### src/rtl/rv32i_types.sv
// Shared types for the branch predictor: 2-bit counter states and the PHT init FSM states.
package rv32i_types;

    typedef enum logic [1:0] {
        CtrSnt = 2'b00,
        CtrWnt = 2'b01,
        CtrWt  = 2'b10,
        CtrSt  = 2'b11
    } ctr_t;

    typedef enum logic [0:0] {
        StInit = 1'b0,
        StRun  = 1'b1
    } gshare_state_t;

endpackage

### src/rtl/sat_counter2.sv
// 2-bit saturating counter next-state: count up on taken, down otherwise, clamp at SNT/ST.
module sat_counter2
    import rv32i_types::*;
(
    input  ctr_t i_state,
    input  logic i_taken,
    output ctr_t o_next
);

    always_comb begin
        o_next = i_state;
        unique case (i_state)
            CtrSnt: o_next = i_taken ? CtrWnt : CtrSnt;
            CtrWnt: o_next = i_taken ? CtrWt  : CtrSnt;
            CtrWt:  o_next = i_taken ? CtrSt  : CtrWnt;
            CtrSt:  o_next = i_taken ? CtrSt  : CtrWt;
            default: o_next = i_state;
        endcase
    end

endmodule

### src/rtl/gshare_pred.sv
// Gshare direction predictor with speculative global history and a walked PHT initialisation.
// Define GSHARE_PERF_CNT_EN to build the prediction/mispredict performance counters.
module gshare_pred
    import rv32i_types::*;
#(
    parameter int unsigned HIST_LEN = 3,
    parameter int unsigned IDX_W    = 3,
    parameter int unsigned PC_LSB   = 2
) (
    input  logic                clk,
    input  logic                rst_n,
    input  logic                fetch_valid,
    input  logic [31:0]         fetch_pc,
    output logic                pred_valid,
    output logic                pred_taken,
    output logic [HIST_LEN-1:0] pred_hist,
    input  logic                upd_valid,
    input  logic [31:0]         upd_pc,
    input  logic [HIST_LEN-1:0] upd_hist,
    input  logic                upd_taken,
    input  logic                upd_mispredict,
    output logic                ready,
    output logic [31:0]         perf_pred_cnt,
    output logic [31:0]         perf_mispred_cnt
);

    localparam int unsigned Depth = 2 ** IDX_W;

    gshare_state_t       r_state, w_state_next;
    logic [IDX_W-1:0]    r_init_cnt, w_init_cnt_next;
    logic [HIST_LEN-1:0] r_spec_ghr, w_spec_ghr_next;
    logic                r_pred_valid, r_pred_taken;
    logic [HIST_LEN-1:0] r_pred_hist;
    ctr_t                r_pht [Depth];

    logic [IDX_W-1:0]    w_fetch_hx, w_upd_hx, w_fetch_idx, w_upd_idx, w_pht_widx;
    logic                w_fetch_acc, w_upd_acc, w_pred_bit, w_pht_we;
    ctr_t                w_fetch_ctr, w_upd_ctr, w_ctr_next, w_pht_wdata;
    logic                w_unused;

    // Fold history onto the index width: truncate if longer, zero-extend if shorter.
    if (HIST_LEN >= IDX_W) begin : g_hist_trunc
        assign w_fetch_hx = r_spec_ghr[IDX_W-1:0];
        assign w_upd_hx   = upd_hist[IDX_W-1:0];
    end else begin : g_hist_zext
        assign w_fetch_hx = {{(IDX_W - HIST_LEN){1'b0}}, r_spec_ghr};
        assign w_upd_hx   = {{(IDX_W - HIST_LEN){1'b0}}, upd_hist};
    end

    assign w_unused    = ^{fetch_pc, upd_pc, upd_hist};
    assign ready       = (r_state == StRun);
    assign w_fetch_acc = fetch_valid & ready;
    assign w_upd_acc   = upd_valid & ready;
    assign w_fetch_idx = fetch_pc[PC_LSB +: IDX_W] ^ w_fetch_hx;
    assign w_upd_idx   = upd_pc[PC_LSB +: IDX_W] ^ w_upd_hx;
    assign w_fetch_ctr = r_pht[w_fetch_idx];
    assign w_upd_ctr   = r_pht[w_upd_idx];
    assign w_pred_bit  = w_fetch_ctr[1];

    sat_counter2 u_sat_counter2 (
        .i_state (w_upd_ctr),
        .i_taken (upd_taken),
        .o_next  (w_ctr_next)
    );

    always_comb begin
        w_state_next    = r_state;
        w_init_cnt_next = r_init_cnt;
        unique case (r_state)
            StInit: begin
                w_init_cnt_next = r_init_cnt + 1'b1;
                if (&r_init_cnt) w_state_next = StRun;
            end
            StRun:   w_state_next = StRun;
            default: w_state_next = StInit;
        endcase
    end

    // A mispredict repair wins over the speculative shift of a same-cycle fetch.
    always_comb begin
        w_spec_ghr_next = r_spec_ghr;
        if (w_upd_acc && upd_mispredict) begin
            w_spec_ghr_next = {upd_hist[HIST_LEN-2:0], upd_taken};
        end else if (w_fetch_acc) begin
            w_spec_ghr_next = {r_spec_ghr[HIST_LEN-2:0], w_pred_bit};
        end
    end

    always_comb begin
        w_pht_we    = w_upd_acc;
        w_pht_widx  = w_upd_idx;
        w_pht_wdata = w_ctr_next;
        if (r_state == StInit) begin
            w_pht_we    = 1'b1;
            w_pht_widx  = r_init_cnt;
            w_pht_wdata = CtrWnt;
        end
    end

    always_ff @(posedge clk or negedge rst_n) begin
        if (!rst_n) begin
            r_state      <= StInit;
            r_init_cnt   <= '0;
            r_spec_ghr   <= '0;
            r_pred_valid <= 1'b0;
            r_pred_taken <= 1'b0;
            r_pred_hist  <= '0;
        end else begin
            r_state      <= w_state_next;
            r_init_cnt   <= w_init_cnt_next;
            r_spec_ghr   <= w_spec_ghr_next;
            r_pred_valid <= w_fetch_acc;
            if (w_fetch_acc) begin
                r_pred_taken <= w_pred_bit;
                r_pred_hist  <= r_spec_ghr;
            end
        end
    end

    // No reset on the table; INIT rewrites every entry instead.
    always_ff @(posedge clk) begin
        if (w_pht_we) r_pht[w_pht_widx] <= w_pht_wdata;
    end

    assign pred_valid = r_pred_valid;
    assign pred_taken = r_pred_taken;
    assign pred_hist  = r_pred_hist;

`ifdef GSHARE_PERF_CNT_EN
    logic [31:0] r_perf_pred, r_perf_mis;

    always_ff @(posedge clk or negedge rst_n) begin
        if (!rst_n) begin
            r_perf_pred <= '0;
            r_perf_mis  <= '0;
        end else begin
            if (r_pred_valid && !(&r_perf_pred)) r_perf_pred <= r_perf_pred + 32'd1;
            if (w_upd_acc && upd_mispredict && !(&r_perf_mis)) r_perf_mis <= r_perf_mis + 32'd1;
        end
    end

    assign perf_pred_cnt    = r_perf_pred;
    assign perf_mispred_cnt = r_perf_mis;
`else
    assign perf_pred_cnt    = '0;
    assign perf_mispred_cnt = '0;
`endif

endmodule

### config.mk
export PLATFORM = sky130hd
export DESIGN_NAME = gshare_pred
export DESIGN_NICKNAME = d
export VERILOG_FILES = /design/src/rtl/rv32i_types.sv /design/src/rtl/sat_counter2.sv /design/src/rtl/gshare_pred.sv
export SDC_FILE = /design/constraint.sdc
export NUM_CORES = 1
export LEC_CHECK = 0
export ABC_AREA = 1
export BUFFER_PORTS_ARGS = -buffer_cell sky130_fd_sc_hd__buf_2
export CAP_MARGIN = 0
export CORE_ASPECT_RATIO = 2
export CORE_MARGIN = 1.5
export CORE_UTILIZATION = 37
export CTS_CLUSTER_DIAMETER = 60
export DETAILED_ROUTE_END_ITERATION = 16
export PLACE_DENSITY = 0.75
export SYNTH_ARGS = -nofsm -noshare
export SYNTH_HDL_FRONTEND = slang
export SYNTH_HIERARCHICAL = 1
export SYNTH_SLANG_ARGS = --single-unit
### constraint.sdc
create_clock -name clk -period 1.3 [get_ports clk]
set_input_delay 0.26 -clock clk [delete_from_list [all_inputs] [get_ports clk]]
set_output_delay 0.26 -clock clk [all_outputs]
set_load 0.1 [all_outputs]
Yosys cells after proc, flatten, opt, wreduce, memory -nomap -nowiden
Memory sizes are Yosys's and may differ from the RTL's.
Index checks and enable logic that the tools add are counted.
{"block": "op_classes", "n_eq_ne": 3, "bitwise_logic": 5, "mux": 14, "add_sub_neg": 1, "n_reduce_logical": 4}
{"cell": "$mux 3", "count": 3}
{"cell": "$pmux 2 s4", "count": 1}
{"cell": "$mux 1", "count": 6}
{"cell": "$mux 2", "count": 3}
{"cell": "$xor 3x3->3", "count": 2}
{"cell": "$eq 2x2->1 const B", "count": 2}
{"cell": "$add 3x1->3 const B", "count": 1}
{"cell": "$reduce_and 3->1", "count": 1}
{"cell": "$and 1x1->1", "count": 2}
{"cell": "$eq 2x1->1 const B", "count": 1}
{"cell": "$logic_not 2->1", "count": 1}
{"cell": "$pmux 1 s2", "count": 1}
{"cell": "$reduce_bool 2->1", "count": 1}
{"cell": "$logic_and 1x1->1", "count": 1}
{"cell": "$not 1->1", "count": 1}
{"block": "totals", "word_cells": 34, "in_bits": 73, "mem_count": 1, "reg_bits": 12, "ramBits": 16, "output_inout_bits": 70}
{"name": "r_pht", "words": 8, "width": 2, "read_ports": 2, "rd_clocked_by_memory_dff": 0, "wr": 1, "line_no": "gshare_pred.sv:34", "text": "ctr_t r_pht [Depth];"}

Longest topological paths before layout
Gate-level depths: netlist of run 1.
An unclocked memory read counts as a cell.
{"block": "depth", "depth_word": 5, "mapped_depth": 12, "mapped_depth_nobuf": 12}

Cells and area by module
The synthesis of run 1 kept the hierarchy.
{"module": "gshare_pred", "seq_area_each_um2": 780.7, "instances": 1, "cells_each": 230, "area_each_um2": 1964.4}
{"module": "sat_counter2", "seq_area_each_um2": 0.0, "instances": 1, "cells_each": 5, "area_each_um2": 21.3}

Least setup slack after synthesis of run 1
No wires, ideal clock.
{"block": "synth_timing", "path_kind": "register to register", "startpoint": "register r_state (netlist: ready)", "endpoint": "memory r_pht[4][0] (netlist bit) (enable)", "t_required_ns": 0.991, "n_path_buf": 1, "path_stages_with_launch": 6, "setup_ns": 0.309, "period_less_slack_ns": 2.004, "slack_ns": -0.704, "arrival_time_ns": 1.695, "cell_sequence": "dfrtp_1 > buf_4 > inv_1 > o21ai_2 > nand2_1 > nor2_1"}
{"block": "synth_between", "elab_chain_cells": 4, "word_cells_on_any_way": 5, "cone_classes": "4 x mux; 1 x bitwise"}
{"item": "start: declaration", "line_no": "gshare_pred.sv:29", "text": "gshare_state_t r_state, w_state_next;"}
{"item": "start signal: assignment", "line_no": "gshare_pred.sv:102", "text": "r_state <= StInit;"}
{"item": "start signal: assignment", "line_no": "gshare_pred.sv:109", "text": "r_state <= w_state_next;"}
{"item": "$and 1x1->1", "line_no": "gshare_pred.sv:53", "text": "assign w_upd_acc = upd_valid & ready;"}
{"item": "$mux 1", "line_no": "gshare_pred.sv:93", "text": "if (r_state == StInit) begin"}
{"item": "$mux 1", "line_no": "gshare_pred.sv:122", "text": "if (w_pht_we) r_pht[w_pht_widx] <= w_pht_wdata;"}
{"item": "$mux 1 (not written as such)", "line_no": "gshare_pred.sv:122"}
{"item": "end: declaration", "line_no": "gshare_pred.sv:34"}
Parallel ways exist; a longest one is shown, timed or not.

==> out/metrics.sh, run 1 <==
SEQUENTIAL_CELL_FRACTION_OF_TOTAL_POWER=0.314
ARRIVAL_TIME_REPORTED_FOR_THE_CRITICAL_PATH_ENDPOINT_NS=1.60
GLOBAL_ROUTE_WIRE_LENGTH_BEFORE_REPAIR_MM=5.99
DETAIL_ROUTE.DRC_VIOLATIONS=0
WIRE_PER_INST_UM=12.4
CTS_ROOT_BUF='sky130_fd_sc_hd__clkbuf_8'
PLACED_INSTANCE_AREA_SQ_UM=2200
TIMING.HOLD.WORST_PATH_DEPTH=3
YOSYSMOSTFREQUENTCELL='sky130_fd_sc_hd__buf_4'
ESTIMATED_WIRELENGTH_OF_THE_DETAIL_PLACED_DESIGN_MM=3.06
FIRST_ITER_VIOLATIONS=55
FAILED_CHECKS='setup timing'
SYN2LAYOUT_AREA_GROWTH_PCT=33.0
NETLIST_TOP_CELLS_AREA='sky130_fd_sc_hd__buf_4 (25%), sky130_fd_sc_hd__edfxtp_1 (24%), sky130_fd_sc_hd__dfrtp_1 (15%)'
FINISHED_CELL_AREA_SQ_UM=2640
GLOBAL_ROUTE.USAGE.TOTAL=0.144
FINALCOREUTILIZATION=0.514
CLOCK-SKEW-FINAL_NS=0.0124
ROUTE.VIAS.TOTAL=1560
SYNTH_SEQ_AREA_SHARE=0.393
GRT_PASS1_VIAS=1445
POWERDENSITY_nW_PER_UM2=1320
GRT_REMAINING_OVERFLOW=0
HOLDCRITPATHCLASS='input port to register'
TIMING.CRITICAL_PATH.CELLS='o211ai_1 > o21ai_1 > nand2_1 > nand2_2 > nor2_4 > a21oi_1 > or2_4'
INSERTION_DELAY_NS=0.28
ANTENNA_VIOLATIONS_BEFORE_REPAIR=0
HOLD_SLACK_NS=0.251
CTS_TREE='built'
INSERTEDDIODECOUNT=0
REG2REGPATHDEPTH=7
NETLIST_INSTANCES=235
DIE_Y_UM=107
YOSYSWARNINGS=6
WORST_SETUP_PATH_END_KIND='register'
FINALHOLDVIOLATIONS=0
HOLDCRITSTARTPOINT='fetch_valid'
PATH_CLK_SLEW_NS=0.10
CLOCK_TREE.BUFFER_DEPTH=2
SLOWEST_STAGE='sky130_fd_sc_hd__edfxtp_1'
CLKSINKCOUNT=28
REG2REG_SETUP_SLACK_NS=-0.29
WORSTREG2REGSTART='r_pht[5][1]$_DFFE_PP_'
WORSTHOLDENDPOINT='pred_valid$_DFF_PN0_'
RR_ENDPOINT='r_pht[6][0]$_DFFE_PP_'
FRACTION_OF_POWER_SPENT_SWITCHING_NETS=0.496
MAX_FREQ_MHz=630
SYNTH_COMMON_CELLS='sky130_fd_sc_hd__buf_4 (65), sky130_fd_sc_hd__nand2_1 (49), sky130_fd_sc_hd__inv_1 (24)'
MAPPEDNETLISTAREA_SQ_UM=1990
PLACE.PORT_BUFFERS=20
NUM-FILL-CELLS=435
POWER.SWITCHING_W=0.00173
CRITICAL_PATH.STARTPOINT_TYPE='register'
STD_CELL_ROWS=37
CTS_INSERTED_BUFFERS=3
START_UTIL=0.386
SYNTH.LARGEST_AREA_CELL='sky130_fd_sc_hd__buf_4'
SHARE_COMB_OF_TOTAL_POWER=0.514
SYNTHFLOPTYPE='sky130_fd_sc_hd__edfxtp_1'
REQUIRED_WORST_ENDPOINT_NS=1.32
DRTPASS1ITERATIONS=4
COUNT_OF_DIFFERENT_CELL_MASTERS_AFTER_SYNTHESIS=29
DIE_AREA_SQ_UM=5840
NUMBER_OF_ENABLE_FLIP_FLOP_CELLS_AFTER_SYNTHESIS=16
DRT-VIAS-PER-INSTANCE=4.42
CRITICAL_PATH_PEAK_FANOUT=8
POST-ROUTE-WORST-SETUP-SLACK_NS=-0.287
ANTENNA_VIOLATING_NETS_POST_ROUTE=0
RUN_STATUS='complete, but fails checks'
FIN_NETS=371
SETUP_VIOLATIONS=34
PRECTSSETUPSLACK_NS=-0.537
MINIMUM_CLOCK_PERIOD_AFTER_LAYOUT_NS=1.59
GRT_MAX_DEGREE=17
TIMING.MAX_CAP.VIOLATIONS=0
ROUTED_WL_MM=4.37
PATH_CLASS='register to register'
POST-SYNTH-TOP-AREA-FRACTION=0.246
LEAKAGEPOWER_nW=1.33
TIMING.FINAL.MAX_SLEW_VIOLATIONS=0
CTS.HTREE.LEVELS=1
LAYOUT-DRIVE-GT1-SHARE=0.414
PIN_COUNT=143
CLOCKPOWERSHARE=0.171
PLACEABLECOREAREA_SQ_UM=5140
SYN_AREA_PER_CELL_SQ_UM=8.45
DIE_W_UM=54.8
GRT_SETUP_UNREPAIRED='true'
CRITICAL-PATH-MAX-STAGE-DELAY_NS=0.43
POSTSYNTHREGISTERBITS=28
ASYNC_FLOP_SHARE=0.429
GPL.FINAL_WEIGHTED_CONGESTION=0.890
POWER.INTERNAL_W=0.00176
FINAL_MIN_PERIOD_OVER_CLOCK_PERIOD=1.22
LARGEST_VDD_SUPPLY_DROP_mV=0.978
-- power groups by stage --
stage                     clock (W)  sequential, W  combinational (W)
after floorplan                   0        0.00129            0.00127
after global placement            0        0.00112            0.00158
after detailed placement          0        0.00112            0.00160
after CTS                  0.000591        0.00110            0.00169
after global routing       0.000642        0.00110            0.00188
final                      0.000599        0.00110            0.00180
-- flip-flops by register name (all words and copies together) (netlist names) --
signal / count
pred_hist: 3
pred_taken: 1
r_init_cnt: 3
ready: 1
r_pht: 16
pred_valid: 1
r_spec_ghr: 3
-- metal layers --
layer,vias to the layer above,share of wire,track usage
li1,733,-,-
met1,723,0.29,0.109
met2,88,0.61,0.283
met3,16,0.050,0.00975
met4,0,0.047,0.114
met5,-,0,0
-- final cells by class --
class / count / area [sq um] / area share
well taps: 58 / 72.6 / 0.0275
multi-input cells: 180 / 1080 / 0.407
repair buffers: 58 / 536 / 0.203
flip-flops and latches: 28 / 785 / 0.297
inverters: 25 / 106 / 0.0403
clock buffers: 4 / 66.3 / 0.0251
-- cells in the final DEF, fill, tap and decap left out, drive strengths merged --
master and n:
ha 2, o22ai 1, xor2 1, a21oi 3, nor2 12, o21ai 13, nand4 1, dfrtp 12
edfxtp 16, clkbuf 5, inv 25, nand2 54, conb 64, or2 7, nand3 11, a21boi 1
nand3b 1, xnor2 5, dlygate4sd3 1, o211ai 4, buf 56
-- worst max path at each step --
stage	start	end	slack [ns]	cells after the start
3_3_place_gp	upd_pc[2]	r_pht[0][1]$_DFFE_PP_	-0.51	13
4_1_cts	ready$_DFF_PN0_	r_pht[3][1]$_DFFE_PP_	-0.26	5
6_report	r_pht[5][1]$_DFFE_PP_	r_pht[6][0]$_DFFE_PP_	-0.29	7
2_1_floorplan	upd_pc[2]	r_pht[0][0]$_DFFE_PP_	-0.36	11
3_5_place_dp	upd_pc[2]	r_pht[7][0]$_DFFE_PP_	-0.54	11
5_1_grt	upd_pc[2]	r_pht[5][1]$_DFFE_PP_	-0.33	13
-- critical path: cells and delay by family (launching register included) --
kind / cells / cell delay (ns)
AO/OA/AOI/OAI: 3 / 0.37
flip-flops: 1 / 0.43
AND/OR/NAND/NOR: 4 / 0.55
-- what timing repair did --
item,4_1_cts,5_1_grt
resized for setup,46,34
gates cloned,1,0
hold endpoints to repair,12,0
setup endpoints to repair,33,39
setup buffers,3,7
hold buffers,1,0
pin swaps,14,21
-- metrics by stage --
stage | instances | total power (W) | TNS [ns]
floorplan | 298 | 0.00257 | -9.56
CTS | 346 | 0.00338 | -7.18
global placement | 337 | 0.00270 | -13.36
global route | 353 | 0.00362 | -9.55
detailed placement | 337 | 0.00271 | -14.21
finish | 353 | 0.00349 | -7.87
-- kinds of logic after synthesis --
kind of cell / count (synthesis) / share of synthesized area
fa+ha+maj: 2 / 0.0126
compound gates: 22 / 0.0706
buf+inv: 91 / 0.303
flops: 28 / 0.393
xor+xnor: 6 / 0.0302
simple gates: 85 / 0.188
other cells: 1 / 0.00189
Note: power is estimated with default switching activity, not from simulation.
==> inputs of run 2 (changes only) <==
--- a/config.mk
+++ b/config.mk
@@ -9,12 +9,10 @@
 export BUFFER_PORTS_ARGS = -buffer_cell sky130_fd_sc_hd__buf_2
 export CAP_MARGIN = 0
 export CORE_ASPECT_RATIO = 2
-export CORE_MARGIN = 1.5
 export CORE_UTILIZATION = 37
 export CTS_CLUSTER_DIAMETER = 60
 export DETAILED_ROUTE_END_ITERATION = 16
 export PLACE_DENSITY = 0.75
 export SYNTH_ARGS = -nofsm -noshare
 export SYNTH_HDL_FRONTEND = slang
-export SYNTH_HIERARCHICAL = 1
 export SYNTH_SLANG_ARGS = --single-unit
==> run 2 against run 1 <==
Net effect:
- routed wire length shrank 4.9%
- the flow still finishes with violations (setup timing)
- critical path type is now register to output port
- final cell count shrank 1.4%
- sequential share of layout area rose by 0.72 points
- die area decreased by 2.1%
==> out/metrics.sh, run 2 <==
RUN_STATUS='complete, but fails checks'
FAILED_CHECKS='setup timing'
ROUTED_WL_MM=4.16
REQUIRED_WORST_ENDPOINT_NS=1.04
GRT_SETUP_UNREPAIRED='true'
DETAIL_ROUTE.DRC_VIOLATIONS=0
CLOCKPOWERSHARE=0.139
YOSYSMOSTFREQUENTCELL='sky130_fd_sc_hd__nand2_1'
SYNTH_COMMON_CELLS='sky130_fd_sc_hd__nand2_1 (74), sky130_fd_sc_hd__buf_4 (64), sky130_fd_sc_hd__nand3_1 (23)'
LARGEST_VDD_SUPPLY_DROP_mV=0.819
POSTSYNTHREGISTERBITS=28
CRITICAL_PATH.STARTPOINT_TYPE='register'
LAYOUT_COMMONEST_CELL='sky130_fd_sc_hd__conb_1'
FIRST_ITER_VIOLATIONS=31
NETLIST_INSTANCES=250
RR_ENDPOINT='r_pht[0][1]$_DFFE_PP_'
FRACTION_OF_POWER_SPENT_SWITCHING_NETS=0.520
REG2REGPATHDEPTH=4
MAX_FREQ_MHz=711
GLOBAL_ROUTE_WIRE_LENGTH_BEFORE_REPAIR_MM=5.85
POWERDENSITY_nW_PER_UM2=1320
DIE_W_UM=54.0
POST-SYNTH-TOP-AREA-FRACTION=0.240
ARRIVAL_TIME_REPORTED_FOR_THE_CRITICAL_PATH_ENDPOINT_NS=1.15
ROUTE.VIAS.TOTAL=1590
LAYOUT-DRIVE-GT1-SHARE=0.403
CLOCK-SKEW-FINAL_NS=0.0137
FINAL_CELL_MIX='sky130_fd_sc_hd__conb_1 (64), sky130_fd_sc_hd__nand2_1 (46), sky130_fd_sc_hd__nand2_2 (20)'
MAPPEDNETLISTAREA_SQ_UM=2000
PIN_COUNT=143
MINIMUM_CLOCK_PERIOD_AFTER_LAYOUT_NS=1.41
SYN_AREA_PER_CELL_SQ_UM=7.99
CTS.HTREE.LEVELS=1
REG2REG_SETUP_SLACK_NS=-0.10
WORST_SETUP_PATH_END_KIND='output port'
WORSTHOLDENDPOINT='pred_valid$_DFF_PN0_'
WORSTREG2REGSTART='ready$_DFF_PN0_'
HOLDCRITSTARTPOINT='fetch_valid'
GLOBAL_ROUTE.USAGE.TOTAL=0.144
PLACED_INSTANCE_AREA_SQ_UM=2150
SHARE_COMB_OF_TOTAL_POWER=0.537
CTS_ROOT_BUF='sky130_fd_sc_hd__clkbuf_8'
LARGEST_REG_FLOPS=16
START_UTIL=0.385
ANTENNA_VIOLATING_NETS_POST_ROUTE=0
CRITICAL_PATH.STARTPOINT='ready$_DFF_PN0_'
POWER.SWITCHING_W=0.00177
WIRE_PER_INST_UM=11.9
FINAL_MIN_PERIOD_OVER_CLOCK_PERIOD=1.08
DRTPASS1ITERATIONS=6
DRT-VIAS-PER-INSTANCE=4.57
ANTENNA_VIOLATIONS_BEFORE_REPAIR=0
PATH_CLK_SLEW_NS=0.10
CLOCK_TREE.BUFFER_DEPTH=2
SYNTH_SEQ_AREA_SHARE=0.391
TIMING.FINAL.MAX_SLEW_VIOLATIONS=0
SETUP_VIOLATIONS=25
CTS_INSERTED_BUFFERS=3
PLACEABLECOREAREA_SQ_UM=5180
GRT_MAX_DEGREE=16
DIE_Y_UM=106
DIE_AREA_SQ_UM=5720
STD_CELL_ROWS=37
POST-ROUTE-WORST-SETUP-SLACK_NS=-0.106
PATH_CLASS='register to output port'
NETLIST_TOP_CELLS_AREA='sky130_fd_sc_hd__buf_4 (24%), sky130_fd_sc_hd__edfxtp_1 (24%), sky130_fd_sc_hd__dfrtp_1 (15%)'
SYNTHFLOPTYPE='sky130_fd_sc_hd__edfxtp_1'
SYNTH.LARGEST_AREA_CELL='sky130_fd_sc_hd__buf_4'
CLKSINKCOUNT=28
FIN_NETS=366
GPL.FINAL_WEIGHTED_CONGESTION=0.857
ASYNC_FLOP_SHARE=0.429
FINISHED_CELL_AREA_SQ_UM=2580
GRT_REMAINING_OVERFLOW=0
TOP_REGISTER_BY_NUMBER_OF_FLIP_FLOPS='r_pht'
COUNT_OF_DIFFERENT_CELL_MASTERS_AFTER_SYNTHESIS=22
POWER.INTERNAL_W=0.00163
TIMING.HOLD.WORST_PATH_DEPTH=3
TIMING.MAX_CAP.VIOLATIONS=0
ESTIMATED_WIRELENGTH_OF_THE_DETAIL_PLACED_DESIGN_MM=3.14
CRITICAL_PATH_PEAK_FANOUT=5
GRT_PASS1_VIAS=1380
PLACEDCELLCOUNT=337
SEQUENTIAL_CELL_FRACTION_OF_TOTAL_POWER=0.324
FINALHOLDVIOLATIONS=0
PLACE.PORT_BUFFERS=20
SYN2LAYOUT_AREA_GROWTH_PCT=29.2
INSERTION_DELAY_NS=0.28
HOLD_SLACK_NS=0.235
INSERTEDDIODECOUNT=0
CTS_TREE='built'
HOLDCRITPATHCLASS='input port to register'
PRECTSSETUPSLACK_NS=-0.331
NUMBER_OF_ENABLE_FLIP_FLOP_CELLS_AFTER_SYNTHESIS=16
LEAKAGEPOWER_nW=1.29
YOSYSWARNINGS=0
LAYOUTNONFILLERINSTCOUNT=348
[run 2: cell types whose count changed after synthesis, sizes merged, moves of 2 or more]
| cell | previous run | this run |
|---|---|---|
| a21oi | 3 | 1 |
| o21ai | 13 | 8 |
| nand3 | 11 | 23 |
| nand2 | 53 | 78 |
| o211ai | 4 | 2 |
| inv | 25 | 22 |
| nor2 | 12 | 10 |
| or2 | 7 | 3 |
[run 2: power by group through the flow]
stage	clock [W]	sequential [W]	combinational [W]
floorplan	0	0.00129	0.00129
global placement	0	0.00111	0.00159
detailed placement	0	0.00112	0.00161
CTS	0.000472	0.00110	0.00165
global route	0.000504	0.00111	0.00192
finish	0.000472	0.00110	0.00183
[run 2: kinds of logic after synthesis]
group	share of synthesized area
fa+ha+maj	0.0125
xor+xnor	0.0313
other cells	0.00188
compound gates	0.0332
flops	0.391
simple gates	0.243
buf+inv	0.287
[run 2: layout make-up]
class	instances	area [sq um]
Fill cell	472	2600
Multi-Input combinational cell	198	1240
Sequential cell	28	786
Timing Repair Buffer	38	344
Inverter	22	95.1
Tap cell	58	72.6
Clock buffer	3	41.3
Clock inverter	1	3.75
[run 2: metrics by stage]
step	TNS, ns	total power, W	util
global placement	-7.29	0.00270	0.416
finish	-1.44	0.00340	0.498
floorplan	-4.77	0.00258	-
detailed placement	-8.00	0.00272	0.416
CTS	-1.80	0.00322	0.440
global route	-3.06	0.00353	0.498
[run 2: critical path, stage by stage, from the launching register on]
cell                      delay (ns)
sky130_fd_sc_hd__dfrtp_4        0.52
sky130_fd_sc_hd__buf_4          0.18
sky130_fd_sc_hd__buf_12         0.16
[run 2: worst max path at each step]
stage                                      endpoint  cells past startpoint
final                                         ready                      2
after global placement        r_pht[4][0]$_DFFE_PP_                     11
after CTS                     r_pht[7][1]$_DFFE_PP_                      5
after global routing      r_spec_ghr[2]$_DFFE_PN0P_                      7
after detailed placement      r_pht[7][0]$_DFFE_PP_                     13
after floorplan               r_pht[0][0]$_DFFE_PP_                      5
[run 2: routing by layer]
layer,wire (um),part of all wire,global-route usage
met4,182,0.044,0.0977
met3,224,0.054,0.0157
met5,0,0,0
met1,1240,0.30,0.117
met2,2510,0.60,0.282
[run 2: timing repair]
item / 4_1_cts / 5_1_grt
hold buffers: 1 / 0
endpoints found under the hold margin: 12 / 0
gates resized for setup: 15 / 67
pin swaps: 8 / 35
setup buffers: 1 / 6
setup endpoints to repair: 33 / 38
